$ cat config.mk
export PLATFORM = sky130hd
export DESIGN_NAME = memory1_stage
export DESIGN_NICKNAME = d
export VERILOG_FILES = /design/src/rtl/memory1_stage.sv
export SDC_FILE = /design/constraint.sdc
export NUM_CORES = 1
export LEC_CHECK = 0
export CORE_UTILIZATION = 25
export CTS_CLUSTER_SIZE = 14
export DETAILED_ROUTE_END_ITERATION = 8
export HOLD_SLACK_MARGIN = 0.05
export MAX_ROUTING_LAYER = met4
export PLACE_DENSITY_LB_ADDON = 0.3
export SYNTH_ARGS = -nofsm -noshare
export SYNTH_HDL_FRONTEND = slang
export SYNTH_SLANG_ARGS = --single-unit
$ cat constraint.sdc
create_clock -name clk -period 14.3 [get_ports clk]
set_input_delay 2.145 -clock clk [delete_from_list [all_inputs] [get_ports clk]]
set_output_delay 2.145 -clock clk [all_outputs]
set_load 0.02 [all_outputs]
$ cat src/rtl/memory1_stage.sv
// First memory pipeline stage: latches the execute result, checks load/store alignment and
// issues exactly one dcache request per memory instruction before handing off to Memory2.
package memory1_pkg;

    typedef enum logic [1:0] {
        BT_BYTE      = 2'd0,
        BT_HALF_WORD = 2'd1,
        BT_WORD      = 2'd2
    } byte_type_e;

    typedef struct packed {
        logic        valid;
        logic [31:0] pc;
        logic [31:0] inst;
        logic        is_mem;
        logic        is_store;
        byte_type_e  byte_type;
        logic        is_signed;
        logic [31:0] ex_out;
        logic [31:0] st_data;
        logic [4:0]  rd;
        logic        is_wr_rd;
        logic        is_wr_rd_pc_plus4;
        logic [31:0] pc_plus4;
    } execute_memory1_pass_t;

    typedef struct packed {
        logic        valid;
        logic [31:0] pc;
        logic [31:0] inst;
        logic        is_mem;
        logic        is_store;
        byte_type_e  byte_type;
        logic        is_signed;
        logic [1:0]  byte_en;
        logic        excp_ale;
        logic [31:0] ex_out;
        logic [4:0]  rd;
        logic        is_wr_rd;
        logic        is_wr_rd_pc_plus4;
        logic [31:0] pc_plus4;
    } memory1_memory2_pass_t;

    typedef struct packed {
        logic        valid;
        logic [4:0]  idx;
        logic [31:0] data;
    } forward_req_t;

endpackage

module memory1_stage
    import memory1_pkg::*;
(
    input  logic                  clk,
    input  logic                  rst,
    input  logic                  flush,
    input  logic                  next_rdy_in,
    output logic                  rdy_in,
    input  execute_memory1_pass_t pass_in,
    output memory1_memory2_pass_t pass_out,
    output forward_req_t          fwd_req,
    output logic                  dcache_req,
    input  logic                  dcache_ready,
    output logic [31:0]           dcache_addr,
    output logic                  dcache_is_store,
    output logic [3:0]            dcache_wstrb,
    output logic [31:0]           dcache_wdata
);

    typedef enum logic {
        REQ_IDLE,
        REQ_DONE
    } req_state_e;

    req_state_e            state_q, state_d;
    execute_memory1_pass_t instr_q;

    logic [1:0] offset;
    logic       excpAle;
    logic       needReq;
    logic       reqStall;
    logic       m1Flush;
    logic       m1Stall;

    always_ff @(posedge clk) begin
        if (rst) begin
            instr_q.valid <= 1'b0;
        end else if (rdy_in) begin
            instr_q <= pass_in;
        end
    end

    always_ff @(posedge clk) begin
        if (rst) begin
            state_q <= REQ_IDLE;
        end else begin
            state_q <= state_d;
        end
    end

    // DONE remembers that the dcache already took this instruction's request while it is stalled.
    always_comb begin
        offset   = instr_q.ex_out[1:0];
        excpAle  = instr_q.is_mem &
                   (((instr_q.byte_type == BT_HALF_WORD) & offset[0]) |
                    ((instr_q.byte_type == BT_WORD) & (offset != 2'b00)));
        needReq  = instr_q.valid & instr_q.is_mem & ~excpAle & ~flush;
        reqStall = needReq & ~dcache_ready & (state_q == REQ_IDLE);
        m1Flush  = flush | ~instr_q.valid;
        m1Stall  = ~next_rdy_in | reqStall;
        rdy_in   = m1Flush | ~m1Stall;

        dcache_req = 1'b0;
        state_d    = state_q;
        case (state_q)
            REQ_IDLE: begin
                dcache_req = needReq;
                if (needReq & dcache_ready & m1Stall) begin
                    state_d = REQ_DONE;
                end
            end
            REQ_DONE: begin
                if (rdy_in | flush) begin
                    state_d = REQ_IDLE;
                end
            end
            default: state_d = REQ_IDLE;
        endcase
    end

    always_comb begin
        dcache_addr     = instr_q.ex_out;
        dcache_is_store = instr_q.is_store;
        dcache_wstrb    = 4'b0000;
        dcache_wdata    = instr_q.st_data;
        case (instr_q.byte_type)
            BT_BYTE: begin
                if (instr_q.is_store) begin
                    dcache_wstrb = 4'b0001 << offset;
                end
                dcache_wdata = {4{instr_q.st_data[7:0]}};
            end
            BT_HALF_WORD: begin
                if (instr_q.is_store) begin
                    dcache_wstrb = offset[1] ? 4'b1100 : 4'b0011;
                end
                dcache_wdata = {2{instr_q.st_data[15:0]}};
            end
            default: begin
                if (instr_q.is_store) begin
                    dcache_wstrb = 4'b1111;
                end
            end
        endcase
    end

    // A misaligned access must not write the register file, so its forward is suppressed too.
    always_comb begin
        pass_out.valid             = ~m1Flush & ~m1Stall;
        pass_out.pc                = instr_q.pc;
        pass_out.inst              = instr_q.inst;
        pass_out.is_mem            = instr_q.is_mem;
        pass_out.is_store          = instr_q.is_store;
        pass_out.byte_type         = instr_q.byte_type;
        pass_out.is_signed         = instr_q.is_signed;
        pass_out.byte_en           = offset;
        pass_out.excp_ale          = excpAle;
        pass_out.ex_out            = instr_q.ex_out;
        pass_out.rd                = instr_q.rd;
        pass_out.is_wr_rd          = instr_q.is_wr_rd & ~excpAle;
        pass_out.is_wr_rd_pc_plus4 = instr_q.is_wr_rd_pc_plus4;
        pass_out.pc_plus4          = instr_q.pc_plus4;

        fwd_req.valid = instr_q.valid & instr_q.is_wr_rd & ~excpAle;
        fwd_req.idx   = instr_q.rd;
        fwd_req.data  = instr_q.is_wr_rd_pc_plus4 ? instr_q.pc_plus4 : instr_q.ex_out;
    end

endmodule

==> out/qor.yml, run 1 <==
switching_share: 0.267
clkPwrFrac: 0.347
yosysWarnings: 0
die_y_um: 176
ant_nets: 0
grt_pass1_vias: 4495
path_class: "in -> out"
finalSetupTns_ps: 0
synth_enable_flop_cells: 172
initial_core_util: 0.254
grt_pass1_wl_um: 28100
viasPerCell: 3.84
synth_area_sq_um: 7530
cp_top_family: "buffers and inverters"
finalHoldViolations: 0
clock_sinks: 174
cpPeakStageDelay_ps: 550
io-pin-count: 431
drv_slew: 0
drive_gt1_frac: 0.115
ys_seq_area_frac: 0.691
crit_chain: "clkdlybuf4s50_1 > o21ai_0 > nand2_1 > clkdlybuf4s50_1"
clk_latency_ps: 420
root_buffer: "clkbuf_16"
drtPass1Iterations: 6
final-instance-count-excl-fill: 1141
place_congestion: 0.731
hold_class: "reg -> reg"
final_cell_mix: "clkdlybuf4s50_1 (430), edfxtp_1 (172), mux2_2 (46), clkbuf_16 (17)"
cpMaxStageDelayCell: "clkdlybuf4s50_1"
ys_ff_latch: 174
drv_cap: 0
antenna_found_initial: 0
internal-power_uw: 961
min_to: "state_q$_SDFF_PP0_"
die_area_sq_um: 30800
min_from: "state_q$_SDFF_PP0_"
p_seq_frac: 0.468
cp_max_fo: 3
worstRegToRegCells: 6
antenna_cells: 0
cts_tree: "built"
fin_worst_skew_ps: 12.0
overflow: 0
dp_slack_ps: 8450
setup_viol: 0
r2r_slack_ps: 10660
synthFlopType: "edfxtp_1"
num_rows: 63
cts_hold_buffers: 0
routedWlPerCell_um: 17.1
timing.rr.end: "pass_out[82]$_DFFE_PP_"
synthCells: 478
pwr-share-comb: 0.185
drt_iter0_drc: 126
core_area_sq_um: 29600
grt_max_degree: 71
ctsHtreeMaxLevel: 4
fin_nets: 916
power_switching_uw: 350
areaGrowthSynthToFinish_pct: 52.9
worstHoldPathCells: 2
post-route-period-util: 0.410
power.density_nw_per_um2: 114
crit_top_cell: "clkdlybuf4s50_1"
syn_nets: 656
drc: 0
hpwl_um: 14800
die_w_um: 176
wirelength_um: 19500
final_common_cell: "clkdlybuf4s50_1"
fmax_ghz: 0.170
worst_slack_ps: 8430
startpoint_type: "input pin"
cts_buffers: 17
slew_headroom: 0.395
synthArstFlopShare: 0
fillers: 2836
endpoint_kind: "primary output"
worst_pin_slew_ps: 908
cts-resized-gates: 0
p_leak_nw: 4.02
cp.required_ps: 12150
rr_startpoint: "dcache_addr[0]$_DFFE_PP_"
path_clk_slew_ps: 70
synth_cell_types: 25
port_buffers: 430
dp_cells: 1109
via_count: 4382
track_usage: 0.128
status: "finished clean"
ir_drop_v: 0.0000657
rsz0062_at_grt: "false"
final.min_clock_period_ps: 5870
postCtsSetupBuffers: 0
clockBufferDepth: 2
postSynthAreaPerCell_sq_um: 15.8
cp.arrival_ps: 3720
crit_buf_inv: 2
## state kept, by name, summed over array words and instances, names as in the netlist
signal	cells
pass_out	101
state_q	1
dcache_addr	32
dcache_is_store	1
instr_q	34
fwd_req	5
## per-stage QoR
stage | power (mW) | cell area (sq um) | hold slack (ps) | util
4_1_cts | 1.34 | 11500 | 548 | 0.389
2_1_floorplan | 0.765 | 7530 | 485 | -
3_3_place_gp | 0.870 | 10900 | 531 | 0.369
6_report | 1.31 | 11500 | 549 | 0.389
5_1_grt | 1.37 | 11500 | 598 | 0.389
3_5_place_dp | 0.871 | 10900 | 532 | 0.369
## final cells by class
class / count / area, sq um / share of cell area
Timing Repair Buffer: 436 / 4350 / 0.378
Tap cell: 390 / 488 / 0.0424
Clock inverter: 15 / 150 / 0.0130
Inverter: 4 / 15.0 / 0.00130
Clock buffer: 17 / 425 / 0.0369
Sequential cell: 174 / 5200 / 0.452
Multi-Input combinational cell: 105 / 882 / 0.0766
## worst min-delay path, stage by stage, from the launching register on
cell and delay [ps]:
dfxtp_1 330, a21oi_1 120, nor4_1 50
## worst max-delay path by stage
| stage | start | to | slack, ps | cells past startpoint |
|---|---|---|---|---|
| 2_1_floorplan | dcache_ready | dcache_addr[0]$_DFFE_PP_ | 2960 | 2 |
| 4_1_cts | dcache_ready | rdy_in | 8430 | 4 |
| 6_report | dcache_ready | rdy_in | 8430 | 4 |
| 3_5_place_dp | dcache_ready | rdy_in | 8450 | 4 |
| 3_3_place_gp | dcache_ready | rdy_in | 8440 | 4 |
| 5_1_grt | dcache_ready | rdy_in | 8320 | 4 |
## cells in the mapped netlist (all sizes together), types with 2 or more instances
master    n  area [sq um]
buf     192          1430
edfxtp  172          5160
mux2     46           518
nand2    12          45.0
o21ai    12          60.1
mux2i     8          80.1
nor2      6          25.0
a21oi     4          20.0
inv       4          15.0
clkbuf    3          11.3
nand2b    3          18.8
nor2b     3          18.8
dfxtp     2          40.0
o21a      2          15.0
## power by group through the flow
stage	sequential, mW	clock, mW	combinational [mW]
3_5_place_dp	0.626	0	0.245
3_3_place_gp	0.625	0	0.244
6_report	0.614	0.455	0.243
5_1_grt	0.618	0.494	0.255
4_1_cts	0.615	0.475	0.246
2_1_floorplan	0.628	0	0.137
## per-layer routing
metal / track usage / up-vias / wire length [um]
li1: - / 2033 / -
met1: 0.138 / 2101 / 7450
met2: 0.221 / 243 / 10100
met3: 0.0474 / 5 / 1830
met4: 0.0293 / 0 / 127
met5: - / - / 0
## kinds of logic after synthesis
logic type             Yosys count  share of synthesized area
buffers and inverters          199                      0.193
flip-flops                     174                      0.691
multiplexers                    54                     0.0794
AND/OR/NAND/NOR                 29                     0.0188
AO/OA/AOI/OAI                   21                     0.0163
XOR/XNOR                         1                    0.00116
Note: power is estimated with default switching activity, not from simulation.
==> inputs of run 2 (changes only) <==
==> constraint.sdc (replaced) <==
create_clock -name clk -period 5.9 [get_ports clk]
set_input_delay 0.885 -clock clk [delete_from_list [all_inputs] [get_ports clk]]
set_output_delay 0.885 -clock clk [all_outputs]
set_load 0.02 [all_outputs]
==> run 2 against run 1 <==
Combinational power grew 140%. Sequential share of layout area is essentially flat. Die area stayed put. Global-route usage decreased by 0.11 points. Sequential cell count did not move. Critical endpoint unchanged. Largest cell class unchanged.
==> out/qor.yml, run 2 (synthesized netlist as in run 1, its figures left out) <==
routedWlPerCell_um: 16.9  # was 17.1 um
finalHoldViolations: 0  # unchanged
fmax_ghz: 0.270
track_usage: 0.127  # was 0.128
clock_sinks: 174  # unchanged
crit_chain: "xnor2_1 > o2111ai_1 > o21ai_0 > nand2_1 > clkdlybuf4s50_1"  # was clkdlybuf4s50_1 > o21ai_0 > nand2_1 > clkdlybuf4s50_1
endpoint_kind: "primary output"  # unchanged
cp.required_ps: 5020  # was 12150 ps
clockBufferDepth: 2  # unchanged
largest_reg_flops: 101  # unchanged
die_y_um: 176  # unchanged
power.density_nw_per_um2: 280  # was 114 nW/um^2
design_area_sq_um: 11500  # about the same
initial_core_util: 0.254  # unchanged
drt_iter0_drc: 146  # was 126
worst_slack_ps: 2190  # was 8430 ps
drv_cap: 0  # unchanged
port_buffers: 430  # unchanged
cp.arrival_ps: 2820  # was 3720 ps
cp_top_family: "flip-flops"  # was buffers and inverters
ir_drop_v: 0.000117  # was 0.0000657 V
grt_pass1_vias: 4575  # was 4495
place_congestion: 0.756  # was 0.731
cts-resized-gates: 0  # unchanged
die_area_sq_um: 30800  # unchanged
ctsHtreeMaxLevel: 4  # unchanged
io-pin-count: 431  # unchanged
crit_buf_inv: 1  # was 2
drc: 0  # unchanged
drv_slew: 0  # unchanged
overflow: 0  # unchanged
slew_headroom: 0.507  # was 0.395
antenna_cells: 0  # unchanged
switching_share: 0.245  # was 0.267
post-route-period-util: 0.628
cts_hold_buffers: 0  # unchanged
die_w_um: 176  # unchanged
drtPass1Iterations: 4  # was 6
grt_pass1_wl_um: 27900  # was 28100 um
fillers: 2837  # was 2836
path_class: "reg -> out"  # was in -> out
pwr-share-comb: 0.183  # was 0.185
drive_gt1_frac: 0.105  # was 0.115
grt_max_degree: 93  # was 71
startpoint_type: "flip-flop"  # was input pin
setup_viol: 0  # unchanged
power_switching_uw: 789  # was 350 uW
ant_nets: 0  # unchanged
cts_buffers: 17  # unchanged
core_area_sq_um: 29600  # unchanged
cpMaxStageDelayCell: "edfxtp_1"  # was clkdlybuf4s50_1
via_count: 4429  # was 4382
postCtsSetupBuffers: 0  # unchanged
antenna_found_initial: 0  # unchanged
path_clk_slew_ps: 60  # was 70 ps
cts_tree: "built"  # unchanged
dp_slack_ps: 2540  # was 8450 ps
cpPeakStageDelay_ps: 680  # was 550 ps
num_rows: 63  # unchanged
areaGrowthSynthToFinish_pct: 53.1  # was 52.9%
dpl_cell_area_sq_um: 10900  # about the same
clkPwrFrac: 0.356  # was 0.347
root_buffer: "clkbuf_16"  # unchanged
wirelength_um: 19200  # was 19500 um
p_leak_nw: 4.02  # about the same
status: "finished clean"  # unchanged
viasPerCell: 3.89  # was 3.84
final_common_cell: "clkdlybuf4s50_1"  # unchanged
hold_class: "reg -> reg"  # unchanged
rsz0062_at_grt: "false"  # unchanged
finalSetupTns_ps: 0  # unchanged
final.min_clock_period_ps: 3710
fin_worst_skew_ps: 9.44  # was 12.0 ps
final_cell_mix: "clkdlybuf4s50_1 (430), edfxtp_1 (172), mux2_2 (46), clkbuf_16 (17)"  # unchanged
clk_latency_ps: 430  # was 420 ps
p_seq_frac: 0.462  # was 0.468
internal-power_mw: 2.43  # was 961 uW
worst_pin_slew_ps: 739  # was 908 ps
cp_max_fo: 14  # was 3
hpwl_um: 14400  # was 14800 um
fin_nets: 915  # was 916
==> run 2: cell count changes in the layout (fill, tap and decap cells not counted) <==
cell | previous run | this run
buf_12 | 0 | 1
buf_4 | 6 | 4
bufinv_16 | 0 | 3
clkbuf_1 | 0 | 4
clkinv_1 | 0 | 2
clkinv_2 | 2 | 1
clkinv_4 | 0 | 2
clkinv_8 | 3 | 0
inv_6 | 4 | 0
inv_8 | 3 | 0
==> run 2: final timing paths <==
| check | start | to | slack (ps) | depth (start not counted) |
|---|---|---|---|---|
| min reg2reg | state_q$_SDFF_PP0_ | state_q$_SDFF_PP0_ | 530 | 2 |
| max reg2reg | pass_out[75]$_DFFE_PP_ | pass_out[106]$_DFFE_PP_ | 2660 | 6 |
| min | state_q$_SDFF_PP0_ | state_q$_SDFF_PP0_ | 530 | 2 |
| max | pass_out[75]$_DFFE_PP_ | rdy_in | 2190 | 5 |
==> run 2: layout make-up <==
type	count	area (sq um)	share of cell area
sequential	174	5200	0.452
multi-input combinational	105	882	0.0765
clock buffer	21	440	0.0382
tap	390	488	0.0423
inverter	4	15.0	0.00130
clock inverter	11	143	0.0124
timing repair buffer	435	4350	0.378
==> run 2: power by group through the flow <==
stage	sequential [mW]	combinational, mW	clock (mW)
2_1_floorplan	1.51	0.333	0
3_3_place_gp	1.52	0.591	0
3_5_place_dp	1.52	0.593	0
4_1_cts	1.49	0.596	1.19
5_1_grt	1.50	0.618	1.24
6_report	1.49	0.588	1.15
==> run 2: stage by stage <==
stage | cells | total power [mW] | hold WS [ps] | util
finish | 1140 | 3.22 | 528 | 0.389
global route | 1140 | 3.35 | 556 | 0.389
CTS | 1140 | 3.28 | 535 | 0.389
detailed placement | 1108 | 2.11 | 524 | 0.369
global placement | 1108 | 2.11 | 520 | 0.369
floorplan | 478 | 1.84 | 485 | -
==> run 2: layer usage <==
| layer | routed length [um] | global-route usage |
|---|---|---|
| met5 | 0 | - |
| met4 | 485 | 0.0493 |
| met3 | 1980 | 0.0487 |
| met2 | 9380 | 0.206 |
| met1 | 7380 | 0.140 |
==> run 2: tightest hold or removal path, stage by stage, from the launching register on <==
cell and delay (ps):
dfxtp_1 320, a21oi_1 110, nor4_1 50
==> inputs of run 3 (changes only) <==
==> constraint.sdc (replaced) <==
create_clock -name clk -period 3.3 [get_ports clk]
set_input_delay 0.495 -clock clk [delete_from_list [all_inputs] [get_ports clk]]
set_output_delay 0.495 -clock clk [all_outputs]
set_load 0.02 [all_outputs]
==> run 3 against run 2 <==
Core utilization is 0.16 points higher. Register-to-register slack got worse by 1700 ps. Setup slack got worse by 1800 ps. Critical path type unchanged. Die area unchanged. Final cell count unchanged. Count of clock-buffer cells in the layout decreased by 3. Critical endpoint is now dcache_wdata[9]. Clock skew increased by 6.9 ps. Critical path depth shrank 2. Global-route usage about the same. Combinational power up 80%.
==> out/qor.yml, run 3 (synthesized netlist as in run 1, its figures left out) <==
hold_class: "reg -> reg"  # unchanged
antenna_found_initial: 0  # unchanged
fmax_ghz: 0.345
path_clk_slew_ps: 60  # about the same
clk_latency_ps: 430  # about the same
overflow: 0  # unchanged
core_area_sq_um: 29600  # unchanged
cpPeakStageDelay_ps: 540  # was 680 ps
num_rows: 63  # unchanged
routedWlPerCell_um: 16.8  # was 16.9 um
setup_viol: 0  # unchanged
post-route-util: 0.391  # was 0.389
clockBufferDepth: 2  # unchanged
final_common_cell: "clkdlybuf4s50_1"  # unchanged
crit_chain: "nor2_2 > mux2_2 > clkdlybuf4s50_1"  # was xnor2_1 > o2111ai_1 > o21ai_0 > nand2_1 > clkdlybuf4s50_1
worst_slack_ps: 401  # was 2190 ps
status: "finished clean"  # unchanged
post-route-period-util: 0.878
cts_hold_buffers: 0  # unchanged
final.min_clock_period_ps: 2900
design_area_sq_um: 11600  # was 11500 sq um
power.density_nw_per_um2: 496  # was 280 nW/um^2
final_cell_mix: "clkdlybuf4s50_1 (430), edfxtp_1 (172), mux2_2 (46), clkbuf_16 (17), nand2_1 (12)"  # was clkdlybuf4s50_1 (430), edfxtp_1 (172), mux2_2 (46), clkbuf_16 (17)
p_total_mw: 5.74  # was 3.22 mW
viasPerCell: 3.83  # was 3.89
ant_nets: 0  # unchanged
grt_max_degree: 78  # was 93
drv_slew: 0  # unchanged
grt_pass1_wl_um: 27700  # was 27900 um
cpMaxStageDelayCell: "edfxtp_1"  # unchanged
ctsHtreeMaxLevel: 4  # unchanged
drv_cap: 0  # unchanged
cts_tree: "built"  # unchanged
wl_met2_um: 9860  # was 9380 um
wirelength_um: 19100  # was 19200 um
cp.required_ps: 2800  # was 5020 ps
io-pin-count: 431  # unchanged
slew_headroom: 0.655  # was 0.507
cts-resized-gates: 0  # unchanged
postCtsSetupBuffers: 0  # unchanged
dpl_cell_area_sq_um: 11000  # was 10900 sq um
dr_wl_met3_um: 1810  # was 1980 um
largest_reg_flops: 101  # unchanged
fin_worst_skew_ps: 16.3  # was 9.44 ps
via_count: 4371  # was 4429
drt_iter0_drc: 140  # was 146
ir_drop_v: 0.000263  # was 0.000117 V
p_leak_nw: 4.04  # was 4.02 nW
fin_nets: 918  # was 915
startpoint_type: "flip-flop"  # unchanged
dp_slack_ps: 826  # was 2540 ps
grt_pass1_vias: 4630  # was 4575
path_class: "reg -> out"  # unchanged
root_buffer: "clkbuf_16"  # unchanged
antenna_cells: 0  # unchanged
place_congestion: 0.748  # was 0.756
die_area_sq_um: 30800  # unchanged
m1WireLength_um: 7230  # was 7380 um
rsz0062_at_grt: "false"  # unchanged
worst_pin_slew_ps: 517  # was 739 ps
drive_gt1_frac: 0.113  # was 0.105
die_y_um: 176  # unchanged
dp_cells: 1111  # was 1108
areaGrowthSynthToFinish_pct: 53.7  # was 53.1%
cp.arrival_ps: 2400  # was 2820 ps
endpoint_kind: "primary output"  # unchanged
highest_layer: "met4"  # unchanged
hpwl_um: 14900  # was 14400 um
cp_top_family: "flip-flops"  # unchanged
drc: 0  # unchanged
crit_buf_inv: 1  # unchanged
port_buffers: 430  # unchanged
cp_max_fo: 8  # was 14
die_w_um: 176  # unchanged
drtPass1Iterations: 5  # was 4
clock_sinks: 174  # unchanged
track_usage: 0.127  # about the same
cts_buffers: 17  # unchanged
final-instance-count-excl-fill: 1140  # unchanged
initial_core_util: 0.254  # unchanged
finalHoldViolations: 0  # unchanged
## run 3: final timing paths
check	from	to	slack, ps	cells past startpoint
max	pass_out[75]$_DFFE_PP_	dcache_wdata[9]	400	3
min	state_q$_SDFF_PP0_	state_q$_SDFF_PP0_	600	2
min reg2reg	state_q$_SDFF_PP0_	state_q$_SDFF_PP0_	600	2
max reg2reg	pass_out[75]$_DFFE_PP_	pass_out[23]$_DFFE_PP_	970	6
## run 3: area by class of cell
| class | count | area [sq um] |
|---|---|---|
| repair buffers | 438 | 4400 |
| multi-input cells | 105 | 892 |
| inverters | 4 | 15.0 |
| clock buffers | 18 | 429 |
| clock inverters | 11 | 144 |
| well taps | 390 | 488 |
| flip-flops and latches | 174 | 5200 |
| fillers | 2822 | 18100 |
## run 3: metrics by stage
step / setup TNS (ps) / hold slack (ps)
final: 0 / 597
after floorplan: -167830 / 485
after global routing: 0 / 589
after global placement: 0 / 532
after CTS: 0 / 590
after detailed placement: 0 / 578
## run 3: worst min-delay path: cells and delay by family (launching register included)
family / cells / cell delay, ps
and+or+nand+nor: 1 / 80
AOI/OAI and AO/OA: 1 / 150
DFF: 1 / 320
## run 3: report_power, final
part / total [mW] / switching, mW / internal, mW
combinational: 1.06 / 0.482 / 0.581
sequential: 2.66 / 0.0694 / 2.59
clock: 2.02 / 0.840 / 1.18
total: 5.74 / 1.39 / 4.35
## run 3: layer usage
layer,up-vias,GRT usage
met5,-,-
met4,0,0.0431
met3,13,0.0483
met2,244,0.216
met1,2077,0.134
li1,2037,-
